### src/rtl/conway_pkg.sv
// rtl/conway_pkg.sv - shared command/state encodings for the Game-of-Life engine
package conway_pkg;

  // Host command codes presented with cmd_valid.
  typedef enum logic [1:0] {
    CMD_NOP    = 2'b00,
    CMD_LOAD   = 2'b01,
    CMD_RUN    = 2'b10,
    CMD_UNLOAD = 2'b11
  } cmd_e;

  // FSM states; the encoding doubles as the debug LED code.
  typedef enum logic [1:0] {
    ST_IDLE   = 2'b00,
    ST_LOAD   = 2'b01,
    ST_RUN    = 2'b10,
    ST_UNLOAD = 2'b11
  } state_e;

endpackage

### src/rtl/conway_serial_engine_if.sv
// rtl/conway_serial_engine_if.sv - host-side command, serial data and status bundle
interface conway_serial_engine_if
  import conway_pkg::*;
#(
  parameter int GEN_WIDTH = 16
);

  cmd_e                 cmd;
  logic                 cmd_valid;
  logic                 cmd_ready;
  logic [GEN_WIDTH-1:0] gen_limit;
  logic                 abort;
  logic                 data_in;
  logic                 data_in_valid;
  logic                 data_out;
  logic                 data_out_valid;
  logic                 data_out_ready;
  logic [GEN_WIDTH-1:0] gen_count;
  logic                 stable;
  logic                 extinct;
  logic                 busy;
  logic                 done;
  logic [1:0]           state_leds;

  // Host / bridge side.
  modport master (
    output cmd, cmd_valid, gen_limit, abort, data_in, data_in_valid, data_out_ready,
    input  cmd_ready, data_out, data_out_valid, gen_count, stable, extinct, busy, done,
           state_leds
  );

  // Engine side.
  modport slave (
    input  cmd, cmd_valid, gen_limit, abort, data_in, data_in_valid, data_out_ready,
    output cmd_ready, data_out, data_out_valid, gen_count, stable, extinct, busy, done,
           state_leds
  );

endinterface

### src/rtl/cell_grid.sv
// rtl/cell_grid.sv - combinational Game-of-Life next-generation compute with dead borders
module cell_grid #(
  parameter int GRID_WIDTH  = 8,
  parameter int GRID_HEIGHT = 8
) (
  input  logic [GRID_WIDTH*GRID_HEIGHT-1:0] grid,
  output logic [GRID_WIDTH*GRID_HEIGHT-1:0] next_state
);

  localparam int PW = GRID_WIDTH + 2;
  localparam int PH = GRID_HEIGHT + 2;

  // One-cell ring of permanently dead cells keeps every neighbour index in range.
  logic [PW*PH-1:0] padded;

  // Embed the grid into the dead-bordered frame.
  always_comb begin
    padded = '0;
    for (int r = 0; r < GRID_HEIGHT; r++) begin
      for (int c = 0; c < GRID_WIDTH; c++) begin
        padded[(r+1)*PW + (c+1)] = grid[r*GRID_WIDTH + c];
      end
    end
  end

  // Count the eight neighbours of each cell and apply birth-on-3 / survive-on-2-or-3.
  always_comb begin : p_step
    logic [3:0] n;
    n          = '0;
    next_state = '0;
    for (int r = 0; r < GRID_HEIGHT; r++) begin
      for (int c = 0; c < GRID_WIDTH; c++) begin
        n = '0;
        for (int dr = 0; dr < 3; dr++) begin
          for (int dc = 0; dc < 3; dc++) begin
            if (!(dr == 1 && dc == 1)) begin
              n = n + 4'(padded[(r+dr)*PW + (c+dc)]);
            end
          end
        end
        next_state[r*GRID_WIDTH + c] = (n == 4'd3) || (grid[r*GRID_WIDTH + c] && (n == 4'd2));
      end
    end
  end

endmodule

### src/rtl/conway_serial_engine.sv
// rtl/conway_serial_engine.sv - grid storage, command FSM, serial load/unload and run sequencing
module conway_serial_engine
  import conway_pkg::*;
#(
  parameter int GRID_WIDTH  = 8,
  parameter int GRID_HEIGHT = 8,
  parameter int GEN_WIDTH   = 16
) (
  input  logic                  clk,
  input  logic                  reset_n,
  conway_serial_engine_if.slave bus
);

  localparam int                DATA_SIZE = GRID_WIDTH * GRID_HEIGHT;
  localparam int                CNT_W     = $clog2(DATA_SIZE + 1);
  localparam logic [CNT_W-1:0]  CNT_LAST  = CNT_W'(DATA_SIZE - 1);

  state_e                 state_q, state_d;
  logic [DATA_SIZE-1:0]   grid_q, grid_d;
  logic [CNT_W-1:0]       cnt_q, cnt_d;
  logic [GEN_WIDTH-1:0]   gen_q, gen_d;
  logic [GEN_WIDTH-1:0]   limit_q, limit_d;
  logic                   stable_q, stable_d;
  logic                   extinct_q, extinct_d;
  logic                   done_q, done_d;
  logic [DATA_SIZE-1:0]   next_state;

  cell_grid #(
    .GRID_WIDTH (GRID_WIDTH),
    .GRID_HEIGHT(GRID_HEIGHT)
  ) u_cell_grid (
    .grid      (grid_q),
    .next_state(next_state)
  );

  // State, grid and counter registers; async reset returns everything to the idle, empty grid.
  always_ff @(posedge clk or negedge reset_n) begin
    if (!reset_n) begin
      state_q   <= ST_IDLE;
      grid_q    <= '0;
      cnt_q     <= '0;
      gen_q     <= '0;
      limit_q   <= '0;
      stable_q  <= 1'b0;
      extinct_q <= 1'b1;
      done_q    <= 1'b0;
    end else begin
      state_q   <= state_d;
      grid_q    <= grid_d;
      cnt_q     <= cnt_d;
      gen_q     <= gen_d;
      limit_q   <= limit_d;
      stable_q  <= stable_d;
      extinct_q <= extinct_d;
      done_q    <= done_d;
    end
  end

  // Next-state: command decode, serial shift/rotate and generation stepping; abort wins over all.
  always_comb begin
    state_d  = state_q;
    grid_d   = grid_q;
    cnt_d    = cnt_q;
    gen_d    = gen_q;
    limit_d  = limit_q;
    stable_d = stable_q;
    done_d   = 1'b0;

    if (bus.abort && (state_q != ST_IDLE)) begin
      state_d = ST_IDLE;
    end else begin
      case (state_q)
        ST_IDLE: begin
          if (bus.cmd_valid) begin
            cnt_d = '0;
            case (bus.cmd)
              CMD_LOAD:   state_d = ST_LOAD;
              CMD_RUN: begin
                state_d  = ST_RUN;
                gen_d    = '0;
                stable_d = 1'b0;
                limit_d  = bus.gen_limit;
              end
              CMD_UNLOAD: state_d = ST_UNLOAD;
              default:    state_d = ST_IDLE;
            endcase
          end
        end
        ST_LOAD: begin
          if (bus.data_in_valid) begin
            grid_d = {bus.data_in, grid_q[DATA_SIZE-1:1]};
            cnt_d  = cnt_q + CNT_W'(1);
            if (cnt_q == CNT_LAST) begin
              state_d = ST_IDLE;
              done_d  = 1'b1;
            end
          end
        end
        ST_RUN: begin
          if (gen_q == limit_q) begin
            state_d = ST_IDLE;
            done_d  = 1'b1;
          end else if (next_state == grid_q) begin
            stable_d = 1'b1;
            state_d  = ST_IDLE;
            done_d   = 1'b1;
          end else begin
            grid_d = next_state;
            gen_d  = gen_q + GEN_WIDTH'(1);
          end
        end
        ST_UNLOAD: begin
          if (bus.data_out_ready) begin
            grid_d = {grid_q[0], grid_q[DATA_SIZE-1:1]};
            cnt_d  = cnt_q + CNT_W'(1);
            if (cnt_q == CNT_LAST) begin
              state_d = ST_IDLE;
              done_d  = 1'b1;
            end
          end
        end
        default: state_d = ST_IDLE;
      endcase
    end

    extinct_d = (grid_d == '0);
  end

  // Outputs decoded from registered state; data_out only presents a cell while unloading.
  always_comb begin
    bus.cmd_ready      = (state_q == ST_IDLE);
    bus.busy           = (state_q != ST_IDLE);
    bus.data_out_valid = (state_q == ST_UNLOAD);
    bus.data_out       = (state_q == ST_UNLOAD) ? grid_q[0] : 1'b0;
    bus.gen_count      = gen_q;
    bus.stable         = stable_q;
    bus.extinct        = extinct_q;
    bus.done           = done_q;
    bus.state_leds     = state_q;
  end

endmodule

### src/flat_wrapper.sv
// flat-port wrapper written by rule: the top's interface ports become plain ports
module conway_serial_engine_flat import conway_pkg::*;
#(
  parameter int GRID_WIDTH  = 8,
  parameter int GRID_HEIGHT = 8,
  parameter int GEN_WIDTH   = 16
)
  (clk, reset_n, bus_cmd, bus_cmd_valid, bus_gen_limit, bus_abort, bus_data_in, bus_data_in_valid, bus_data_out_ready, bus_cmd_ready, bus_data_out, bus_data_out_valid, bus_gen_count, bus_stable, bus_extinct, bus_busy, bus_done, bus_state_leds);
  conway_serial_engine_if #(.GEN_WIDTH(GEN_WIDTH)) bus_i ();
  input  logic clk;
  input  logic reset_n;
  input wire logic [$bits(bus_i.cmd)-1:0] bus_cmd;
  input wire logic [$bits(bus_i.cmd_valid)-1:0] bus_cmd_valid;
  input wire logic [$bits(bus_i.gen_limit)-1:0] bus_gen_limit;
  input wire logic [$bits(bus_i.abort)-1:0] bus_abort;
  input wire logic [$bits(bus_i.data_in)-1:0] bus_data_in;
  input wire logic [$bits(bus_i.data_in_valid)-1:0] bus_data_in_valid;
  input wire logic [$bits(bus_i.data_out_ready)-1:0] bus_data_out_ready;
  output wire logic [$bits(bus_i.cmd_ready)-1:0] bus_cmd_ready;
  output wire logic [$bits(bus_i.data_out)-1:0] bus_data_out;
  output wire logic [$bits(bus_i.data_out_valid)-1:0] bus_data_out_valid;
  output wire logic [$bits(bus_i.gen_count)-1:0] bus_gen_count;
  output wire logic [$bits(bus_i.stable)-1:0] bus_stable;
  output wire logic [$bits(bus_i.extinct)-1:0] bus_extinct;
  output wire logic [$bits(bus_i.busy)-1:0] bus_busy;
  output wire logic [$bits(bus_i.done)-1:0] bus_done;
  output wire logic [$bits(bus_i.state_leds)-1:0] bus_state_leds;
  assign bus_i.cmd = bus_cmd;
  assign bus_i.cmd_valid = bus_cmd_valid;
  assign bus_i.gen_limit = bus_gen_limit;
  assign bus_i.abort = bus_abort;
  assign bus_i.data_in = bus_data_in;
  assign bus_i.data_in_valid = bus_data_in_valid;
  assign bus_i.data_out_ready = bus_data_out_ready;
  assign bus_cmd_ready = bus_i.cmd_ready;
  assign bus_data_out = bus_i.data_out;
  assign bus_data_out_valid = bus_i.data_out_valid;
  assign bus_gen_count = bus_i.gen_count;
  assign bus_stable = bus_i.stable;
  assign bus_extinct = bus_i.extinct;
  assign bus_busy = bus_i.busy;
  assign bus_done = bus_i.done;
  assign bus_state_leds = bus_i.state_leds;
  conway_serial_engine #(.GRID_WIDTH(GRID_WIDTH), .GRID_HEIGHT(GRID_HEIGHT), .GEN_WIDTH(GEN_WIDTH)) u_core (.clk(clk), .reset_n(reset_n), .bus(bus_i));
endmodule
### config.mk
export PLATFORM = sky130hd
export DESIGN_NAME = conway_serial_engine_flat
export DESIGN_NICKNAME = d
export VERILOG_FILES = /design/src/rtl/conway_pkg.sv /design/src/rtl/conway_serial_engine_if.sv /design/src/rtl/cell_grid.sv /design/src/rtl/conway_serial_engine.sv /design/src/flat_wrapper.sv
export SDC_FILE = /design/constraint.sdc
export NUM_CORES = 1
export LEC_CHECK = 0
export ABC_AREA = 1
export BUFFER_PORTS_ARGS = -buffer_cell sky130_fd_sc_hd__buf_2
export CAP_MARGIN = 25
export CORE_ASPECT_RATIO = 1.25
export CORE_MARGIN = 2
export CORE_UTILIZATION = 45
export DETAILED_ROUTE_END_ITERATION = 7
export GPL_TIMING_DRIVEN = 0
export SLEW_MARGIN = 20
export SYNTH_ARGS = -nofsm -noshare
export SYNTH_HDL_FRONTEND = slang
export SYNTH_SLANG_ARGS = --single-unit
### constraint.sdc
create_clock -name clk -period 6.9 [get_ports clk]
set_input_delay 0.69 -clock clk [delete_from_list [all_inputs] [get_ports clk]]
set_output_delay 0.69 -clock clk [all_outputs]
set_load 0.01 [all_outputs]
==> reports/results.ini, run 1 <==
[yosys]
synthCells = 2379
synthAdderAreaFrac_pct = 33.6
avgSynthCellArea_um2 = 7.12
synth_ff_type = dfrtp_1
yosysMostFrequentCell = nand2_1
yosysTopAreaCell = fa_1
synthesis.nets = 2741
synth_seq_cells = 108
synth_top_family_by_area = adder cells
synth_compound_area_share_pct = 8.08
synth_area_um2 = 16900
ys_top_cells_by_count = 698 x nand2_1, 499 x inv_1, 203 x nand3_1
synthArstFlopShare_pct = 100
synthSimpleGateAreaFrac_pct = 27.5
yosys.area_share.xor_xnor_pct = 1.60
synth_area_leaders = fa_1 23%, dfrtp_1 16%, nand2_1 15%
yosysSeqAreaShare_pct = 16.0
yosys_warnings = 0
synth_cell_types = 39
synth_mux_area_share_pct = 0
synth-edff-count = 0
synth_top_area_share_pct = 23.2

[die]
fp.dieArea_um2 = 39200
start_util_pct = 45.6
dieWidth_um = 178
die_h_um = 221
row_count = 79
core_area_um2 = 37200
pin_count = 50

[worst_setup_path]
worstRegToRegCells = 22
start_kind = register
crit_type = register to register
cp.arrival_ns = 5.95
cp-end-kind = register
required_ns = 7.16
cp_max_fo = 10
timing.rr.start = u_core.grid_q[43]
timing.rr.end = u_core.bus.gen_count[3]
regToRegSetupSlack_ns = 1.21

[cells_and_area]
final_nets = 2802
antennaDiodeCount = 0
area_growth_pct = 7.11
fin_area_um2 = 18200
final-seq-area_um2 = 2700
nFillCells = 3812
multiInputGateArea_um2 = 12000
layout-drive-gt1-share_pct = 5.11

[clock_tree]
clk_latency_ns = 0.37
cts_sinks = 108
hold_buffers = 0
ctsResizeCount = 0
root_buffer = clkbuf_16
htree_levels = 3
cts_tree = yes
cts_setup_buffers = 0
path_clk_slew_ns = 0.08
cts_made_buffers = 9
cts.path.max_buffers = 2

[route]
drt-total-wl_mm = 52.9
routedWlPerCell_um = 18.0
vias = 15800
drt-initial-drc-count = 1269
viasPerCell = 5.39
ant_nets = 0
dr.pass1.iters = 7
drc = 0

[timing]
min_period_ns = 5.69
maxSlewHeadroom_pct = 25.2
skew_ns = 0.0142
setup_viol = 0
hold_viol = 0
rsz0062_at_grt = no
fmaxAchievable_ghz = 0.176
slew_viol_final = 0
layout_worst_path_cycle_share_pct = 82.4
worstMarginPinSlew_ns = 1.11
finalSetupTns_ns = 0

[placed_design]
port_buffers = 49
dpl-instance-area_um2 = 17800
post-dp-hpwl_mm = 40.8
gp_congestion = 0.928

[status]
status = completed

[global_route]
grt_pass1_wl_mm = 84.0
grt_antenna_before_repair = 0
grt_max_degree = 56
grt_use_total_pct = 27.6
grt_pass1_vias = 15500
grt_overflow = 0

[flow_run]
cap_viol_max_count = 0

[worst_hold_path]
min_path_type = input port to async pin

## per-stage QoR
stage	utilization (%)	hold slack, ns	setup slack [ns]	instances
final	48.8	0.273	1.21	2931
after global routing	48.8	0.313	0.840	2931
after CTS	48.8	0.306	1.25	2931
after detailed placement	48.0	0.483	1.27	2915
after global placement	47.9	0.475	1.33	2914
after floorplan	-	0.394	2.56	2379
## how the worst max path moves through the flow
stage / startpoint / end / slack (ns)
4_1_cts: u_core.grid_q[36] / u_core.bus.gen_count[3] / 1.25
2_1_floorplan: u_core.grid_q[43] / u_core.bus.gen_count[11] / 2.56
3_3_place_gp: u_core.grid_q[36] / u_core.bus.gen_count[8] / 1.33
3_5_place_dp: u_core.grid_q[36] / u_core.bus.gen_count[3] / 1.27
6_report: u_core.grid_q[43] / u_core.bus.gen_count[3] / 1.21
5_1_grt: u_core.grid_q[36] / u_core.bus.gen_count[11] / 0.84
## layout by cell type, fill, tap and decap left out, drive strengths merged
master,n
fa,196
nor3b,2
buf,83
a22oi,1
o31ai,10
dfstp,1
xor2,31
nand2,704
ha,141
nand3b,9
nor3,15
a21boi,6
a21oi,31
o21a,2
o21ai,68
clkbuf,35
dfrtp,107
o211ai,19
o21bai,2
inv,514
nand3,203
clkinv,4
a221oi,64
nand4,16
or2,1
nor2,172
a31oi,2
nor4,5
bufinv,1
## metal layers
layer  up-vias  GRT usage, %  part of all wire (%)
met5         -             0                     0
met4         0          11.5                   4.5
met3       139          3.21                   6.2
met2       589          47.3                    49
met1      7534          35.0                    40
li1       7522             -                     -
## final cells by class
type	count	share of cell area, %
inverter	513	10.6
clock inverter	6	0.434
multi-input combinational	1700	66.1
sequential	108	14.9
clock buffer	10	1.32
buffer	58	1.77
timing repair buffer	50	1.54
tap	486	3.35
## cells by family after synthesis
group / after synthesis
adder cells (fa/ha/maj): 337
AO/OA/AOI/OAI: 205
buffers and inverters: 571
flip-flops: 108
AND/OR/NAND/NOR: 1127
XOR/XNOR: 31
## critical path, stage by stage, from the launching register on
cell	delay [ns]
dfrtp_1	0.48
inv_1	0.69
fa_1	0.57
fa_1	0.52
fa_1	0.54
inv_1	0.05
ha_1	0.22
fa_1	0.48
o21ai_0	0.07
nor2_1	0.13
nand2_1	0.15
nand2_1	0.09
nand2_1	0.05
nor2_1	0.08
nand2_1	0.16
nor2_1	0.16
nand2_1	0.06
nor2_1	0.24
nand3_1	0.26
nand2_2	0.24
buf_4	0.20
nand2_1	0.06
o31ai_1	0.08
## sequential cells by signal (all words and copies together) (netlist names)
| register | flops |
|---|---|
| u_core.bus.extinct | 1 |
| u_core.bus.done | 1 |
| u_core.cnt_q | 7 |
| u_core.limit_q | 16 |
| u_core.bus.stable | 1 |
| u_core.bus.gen_count | 16 |
| u_core.grid_q | 64 |
| u_core.bus.state_leds | 2 |
Power of run 1 is left out: the tool's default activity adds up to more than one toggle a clock period on the data nets, which glitch-free logic cannot reach.
==> run 2, diff against run 1 <==
clock period = 5.85 ns   (was 6.9 ns; I/O delays follow)
==> run 2 against run 1 <==
  * Clock skew hardly changed
  * First-iteration DRC count is 2.0% lower
  * Setup slack worse by 0.89 ns
  * Highest routed layer unchanged
  * Critical path type unchanged
  * Core utilization is 0.36 points higher
  * Via count hardly changed
  * Largest cell class unchanged
  * Design area is 0.74% higher
  * Register-to-register slack worse by 0.89 ns
==> reports/results.ini, run 2 (synthesis gave the netlist of run 1 again) <==
[status]
status = completed

[timing]
min_period_ns = 5.52  ; -0.165 ns
rsz0062_at_grt = no
fmaxAchievable_ghz = 0.181  ; +3.0%
skew_ns = 0.0139  ; -0.000234 ns
hold_viol = 0  ; unchanged
slew_viol_final = 0  ; unchanged
maxSlewHeadroom_pct = 30.1  ; +4.9 points
worstMarginPinSlew_ns = 1.04  ; -0.0727 ns
finalSetupTns_ns = 0  ; unchanged
layout_worst_path_cycle_share_pct = 94.4  ; +12 points
setup_viol = 0  ; unchanged
setup_ws_ns = 0.328  ; -0.885 ns

[global_route]
grt_pass1_vias = 15500  ; unchanged
grt_pass1_wl_mm = 84.0  ; unchanged
grt_antenna_before_repair = 0  ; unchanged
grt_overflow = 0  ; unchanged
grt_use_total_pct = 27.6  ; unchanged
grt_max_degree = 56  ; unchanged

[worst_setup_path]
cp-end-kind = register
crit_path_max_incr_delay_ns = 0.65  ; -0.04 ns
cp_max_fo = 10  ; unchanged
regToRegSetupSlack_ns = 0.33  ; -0.89 ns
crit_end = u_core.bus.gen_count[3]
critPathSlowestCell = inv_1
crit_chain = inv_1 > fa_1 > fa_1 > fa_1 > inv_1 > ha_1 > fa_1 > inv_1 > a21oi_1 > nand2_1 > nand2_1 > nand2_1 > nor2_1 > nand2_1 > nor2_1 > nand2_1 > nor2_1 > nand3_1 > nand2_2 > buf_4 > nand2_1 > o31ai_1
timing.rr.end = u_core.bus.gen_count[3]
start_kind = register
crit_type = register to register
timing.rr.start = u_core.grid_q[27]
crit_start = u_core.grid_q[27]
worstRegToRegCells = 22  ; unchanged
required_ns = 6.11  ; -1.05 ns
critPathMostFrequentCell = nand2_1
cp.arrival_ns = 5.78  ; -0.17 ns

[cells_and_area]
fin_area_um2 = 18300  ; +0.74%
final_cell_mix = 698 x nand2_1, 495 x inv_1, 203 x nand3_1
regMostFlops = u_core.grid_q
area_growth_pct = 7.91
final_nets = 2818  ; +0.57%
layout-drive-gt1-share_pct = 5.89  ; +0.78 points
largest_reg_flops = 64  ; unchanged
final_common_cell = nand2_1
antennaDiodeCount = 0  ; unchanged

[route]
dr.pass1.iters = 6  ; -1
drt-initial-drc-count = 1244  ; -2.0%
vias = 15800  ; -0.057%
viasPerCell = 5.35  ; -0.60%
ant_nets = 0  ; unchanged
drc = 0  ; unchanged
drt-total-wl_mm = 53.0  ; +0.26%
routedWlPerCell_um = 18.0  ; -0.28%

[clock_tree]
htree_levels = 3  ; unchanged
cts_tree = yes
cts.path.max_buffers = 2  ; unchanged
path_clk_slew_ns = 0.09  ; about the same
clk_latency_ns = 0.37  ; about the same
cts_sinks = 108  ; unchanged
cts_made_buffers = 9  ; unchanged
root_buffer = clkbuf_16

[die]
start_util_pct = 45.6  ; unchanged
dieWidth_um = 178  ; unchanged
die_h_um = 221  ; unchanged
row_count = 79  ; unchanged
core_area_um2 = 37200  ; unchanged
pin_count = 50  ; unchanged
fp.dieArea_um2 = 39200  ; unchanged

[placed_design]
port_buffers = 49  ; unchanged
preCtsSetupSlack_ns = 0.221  ; -1.05 ns
gp_congestion = 0.928  ; unchanged
dpl-instance-area_um2 = 17800  ; unchanged
post-dp-hpwl_mm = 40.8  ; unchanged

[worst_hold_path]
min_path_type = input port to async pin

[flow_run]
cap_viol_max_count = 0  ; unchanged

-- run 2: changes by cell type in the layout (fill, tap and decap cells not counted) --
cell / before / now
clkinvlp_4: 0 / 4
buf_4: 16 / 32
inv_1: 499 / 495
-- run 2: worst min path at each step --
stage,startpoint,endpoint,cells past startpoint
2_1_floorplan,reset_n,u_core.bus.done,0
3_3_place_gp,u_core.limit_q[0],u_core.limit_q[0],2
3_5_place_dp,u_core.limit_q[0],u_core.limit_q[0],2
4_1_cts,reset_n,u_core.limit_q[8],1
5_1_grt,reset_n,u_core.limit_q[8],1
6_report,reset_n,u_core.limit_q[8],1
-- run 2: routing by layer --
layer	track usage, %	up-vias	wire (um)
met5	0	-	0
li1	-	7557	-
met3	3.21	136	3290
met4	11.5	0	2360
met1	35.0	7528	21300
met2	47.3	554	26100
-- run 2: cell type report --
cell class,instances,area (um2)
clock inverter,6,78.8
clock buffer,10,239
inverter,513,1940
timing repair buffer,66,399
sequential,108,2700
multi-input combinational,1700,12000
fill,3809,18900
buffer,58,322
tap,486,608
-- run 2: worst max-delay path: cells and delay by family, from the launching register on --
family	cells	cell delay, ns
fa+ha+maj	5	2.22
simple gates	11	1.51
buf+inv	4	0.95
flops	1	0.49
compound gates	2	0.23
-- run 2: timing repair --
action                     4_1_cts  5_1_grt
setup endpoints to repair        0       15
resized for setup                0        4
hold buffers                     0        0
setup buffers                    0       16
-- run 2: metrics by stage --
step                hold WS [ns]  util, %  instances
floorplan                  0.289        -       2379
global placement           0.475     47.9       2914
detailed placement         0.483     48.0       2915
CTS                        0.201     48.8       2931
global route               0.208     49.2       2947
finish                     0.168     49.2       2947
Power of run 2 is left out for the same reason.
==> run 3, diff against run 2 <==
CTS_BUF_LIST = sky130_fd_sc_hd__clkbuf_8   (was not set)
==> run 3 against run 2 <==
  * Wire length shrank 0.37%
  * Setup slack lost 0.019 ns
  * Clock skew grew 0.0096 ns
  * Non-clock buffer count grew 2
  * Critical path depth shrank 2
  * Critical endpoint unchanged
  * Highest routed layer unchanged
==> reports/results.ini, run 3 (synthesis gave the netlist of run 1 again) <==
[clock_tree]
path_clk_slew_ns = 0.14  ; +0.05 ns
clk_latency_ns = 0.41  ; +0.04 ns
htree_levels = 3  ; unchanged
root_buffer = clkbuf_8
cts_sinks = 108  ; unchanged
cts_tree = yes
cts.path.max_buffers = 2  ; unchanged
cts_made_buffers = 9  ; unchanged

[die]
start_util_pct = 45.6  ; unchanged
row_count = 79  ; unchanged
die_h_um = 221  ; unchanged
dieWidth_um = 178  ; unchanged
pin_count = 50  ; unchanged
core_area_um2 = 37200  ; unchanged
fp.dieArea_um2 = 39200  ; unchanged

[worst_setup_path]
worstRegToRegCells = 20  ; -9.1%
crit_family = adder cells
regToRegSetupSlack_ns = 0.31  ; -0.02 ns
crit_chain = inv_1 > fa_1 > fa_1 > fa_1 > inv_1 > ha_1 > fa_1 > o21ai_0 > a21oi_1 > nand2_1 > nand2_1 > nand3_1 > nor2_1 > nand3_1 > nor2_1 > nand3_1 > nand2_2 > buf_4 > nand2_1 > o31ai_1
timing.rr.end = u_core.bus.gen_count[3]
required_ns = 6.15  ; +0.04 ns
crit_buf_inv = 3  ; -1
critPathMostFrequentCell = fa_1
critical_path_depth = 20  ; -9.1%
cp.arrival_ns = 5.84  ; +0.06 ns
crit_start = u_core.grid_q[45]
crit_type = register to register
crit_end = u_core.bus.gen_count[3]
critPathSlowestCell = dfrtp_1
timing.rr.start = u_core.grid_q[45]
cp_max_fo = 10  ; unchanged
crit_path_max_incr_delay_ns = 0.61  ; -0.04 ns
cp-end-kind = register
start_kind = register

[timing]
slew_viol_final = 0  ; unchanged
setup_ws_ns = 0.309  ; -0.0186 ns
hold_viol = 0  ; unchanged
setup_viol = 0  ; unchanged
min_period_ns = 5.54  ; +0.0186 ns
rsz0062_at_grt = no
fmaxAchievable_ghz = 0.180  ; -0.34%
maxSlewHeadroom_pct = 29.0  ; -1.1 points
worstMarginPinSlew_ns = 1.06  ; +0.0159 ns
finalSetupTns_ns = 0  ; unchanged
layout_worst_path_cycle_share_pct = 94.7  ; +0.32 points
skew_ns = 0.0236  ; +0.00964 ns

[placed_design]
port_buffers = 49  ; unchanged
gp_congestion = 0.928  ; unchanged
post-dp-hpwl_mm = 40.8  ; unchanged
preCtsSetupSlack_ns = 0.221  ; unchanged

[cells_and_area]
final_common_cell = nand2_1
area_growth_pct = 7.49
layout-drive-gt1-share_pct = 6.01  ; +0.12 points
largest_reg_flops = 64  ; unchanged
final_cell_mix = 698 x nand2_1, 494 x inv_1, 203 x nand3_1
antennaDiodeCount = 0  ; unchanged
final_nets = 2820  ; +0.071%
regMostFlops = u_core.grid_q

[route]
vias = 15800  ; +0.12%
drt-initial-drc-count = 1310  ; +5.3%
dr.pass1.iters = 5  ; -1
viasPerCell = 5.36  ; about the same
routedWlPerCell_um = 17.9  ; -0.44%
ant_nets = 0  ; unchanged
drc = 0  ; unchanged
drt-total-wl_mm = 52.8  ; -0.37%

[global_route]
grt_antenna_before_repair = 0  ; unchanged
grt_max_degree = 56  ; unchanged
grt_pass1_wl_mm = 83.9  ; about the same
grt_use_total_pct = 27.6  ; -0.036 points
grt_pass1_vias = 15500  ; +0.026%
grt_overflow = 0  ; unchanged

[worst_hold_path]
min_path_type = input port to async pin

[status]
status = completed

[flow_run]
cap_viol_max_count = 0  ; unchanged

==> run 3: worst min-delay path by stage <==
stage	end	cells past startpoint	from	slack, ns
detailed placement	u_core.limit_q[0]	2	u_core.limit_q[0]	0.48
global route	u_core.limit_q[8]	1	reset_n	0.16
global placement	u_core.limit_q[0]	2	u_core.limit_q[0]	0.47
CTS	u_core.limit_q[8]	1	reset_n	0.15
finish	u_core.limit_q[8]	1	reset_n	0.12
floorplan	u_core.bus.done	0	reset_n	0.29
==> run 3: area by class of cell <==
| class | instances | area [um2] |
|---|---|---|
| fill | 3823 | 18900 |
| multi-input combinational | 1700 | 12000 |
| sequential | 108 | 2700 |
| inverter | 513 | 1940 |
| tap | 486 | 608 |
| timing repair buffer | 68 | 427 |
| buffer | 58 | 322 |
| clock buffer | 10 | 138 |
| clock inverter | 6 | 78.8 |
==> run 3: timing repair <==
action	4_1_cts	5_1_grt
buffers inserted	0	18
setup endpoints to repair	0	15
hold buffers	0	0
gates resized for setup	0	5
==> run 3: per-stage QoR <==
step	instances	utilization [%]	hold slack (ns)	instance area [um2]
finish	2949	49.0	0.121	18200
global route	2949	49.0	0.157	18200
CTS	2931	48.6	0.146	18000
detailed placement	2915	48.0	0.483	17800
global placement	2914	47.9	0.475	17800
floorplan	2379	-	0.289	16900
==> run 3: routing by layer <==
metal  global-route usage [%]  part of all wire, %
met1                     35.0                   40
met3                     3.09                  5.9
met4                     11.8                  4.2
met5                        0                    0
met2                     47.2                   50
Power of run 3 is left out for the same reason.
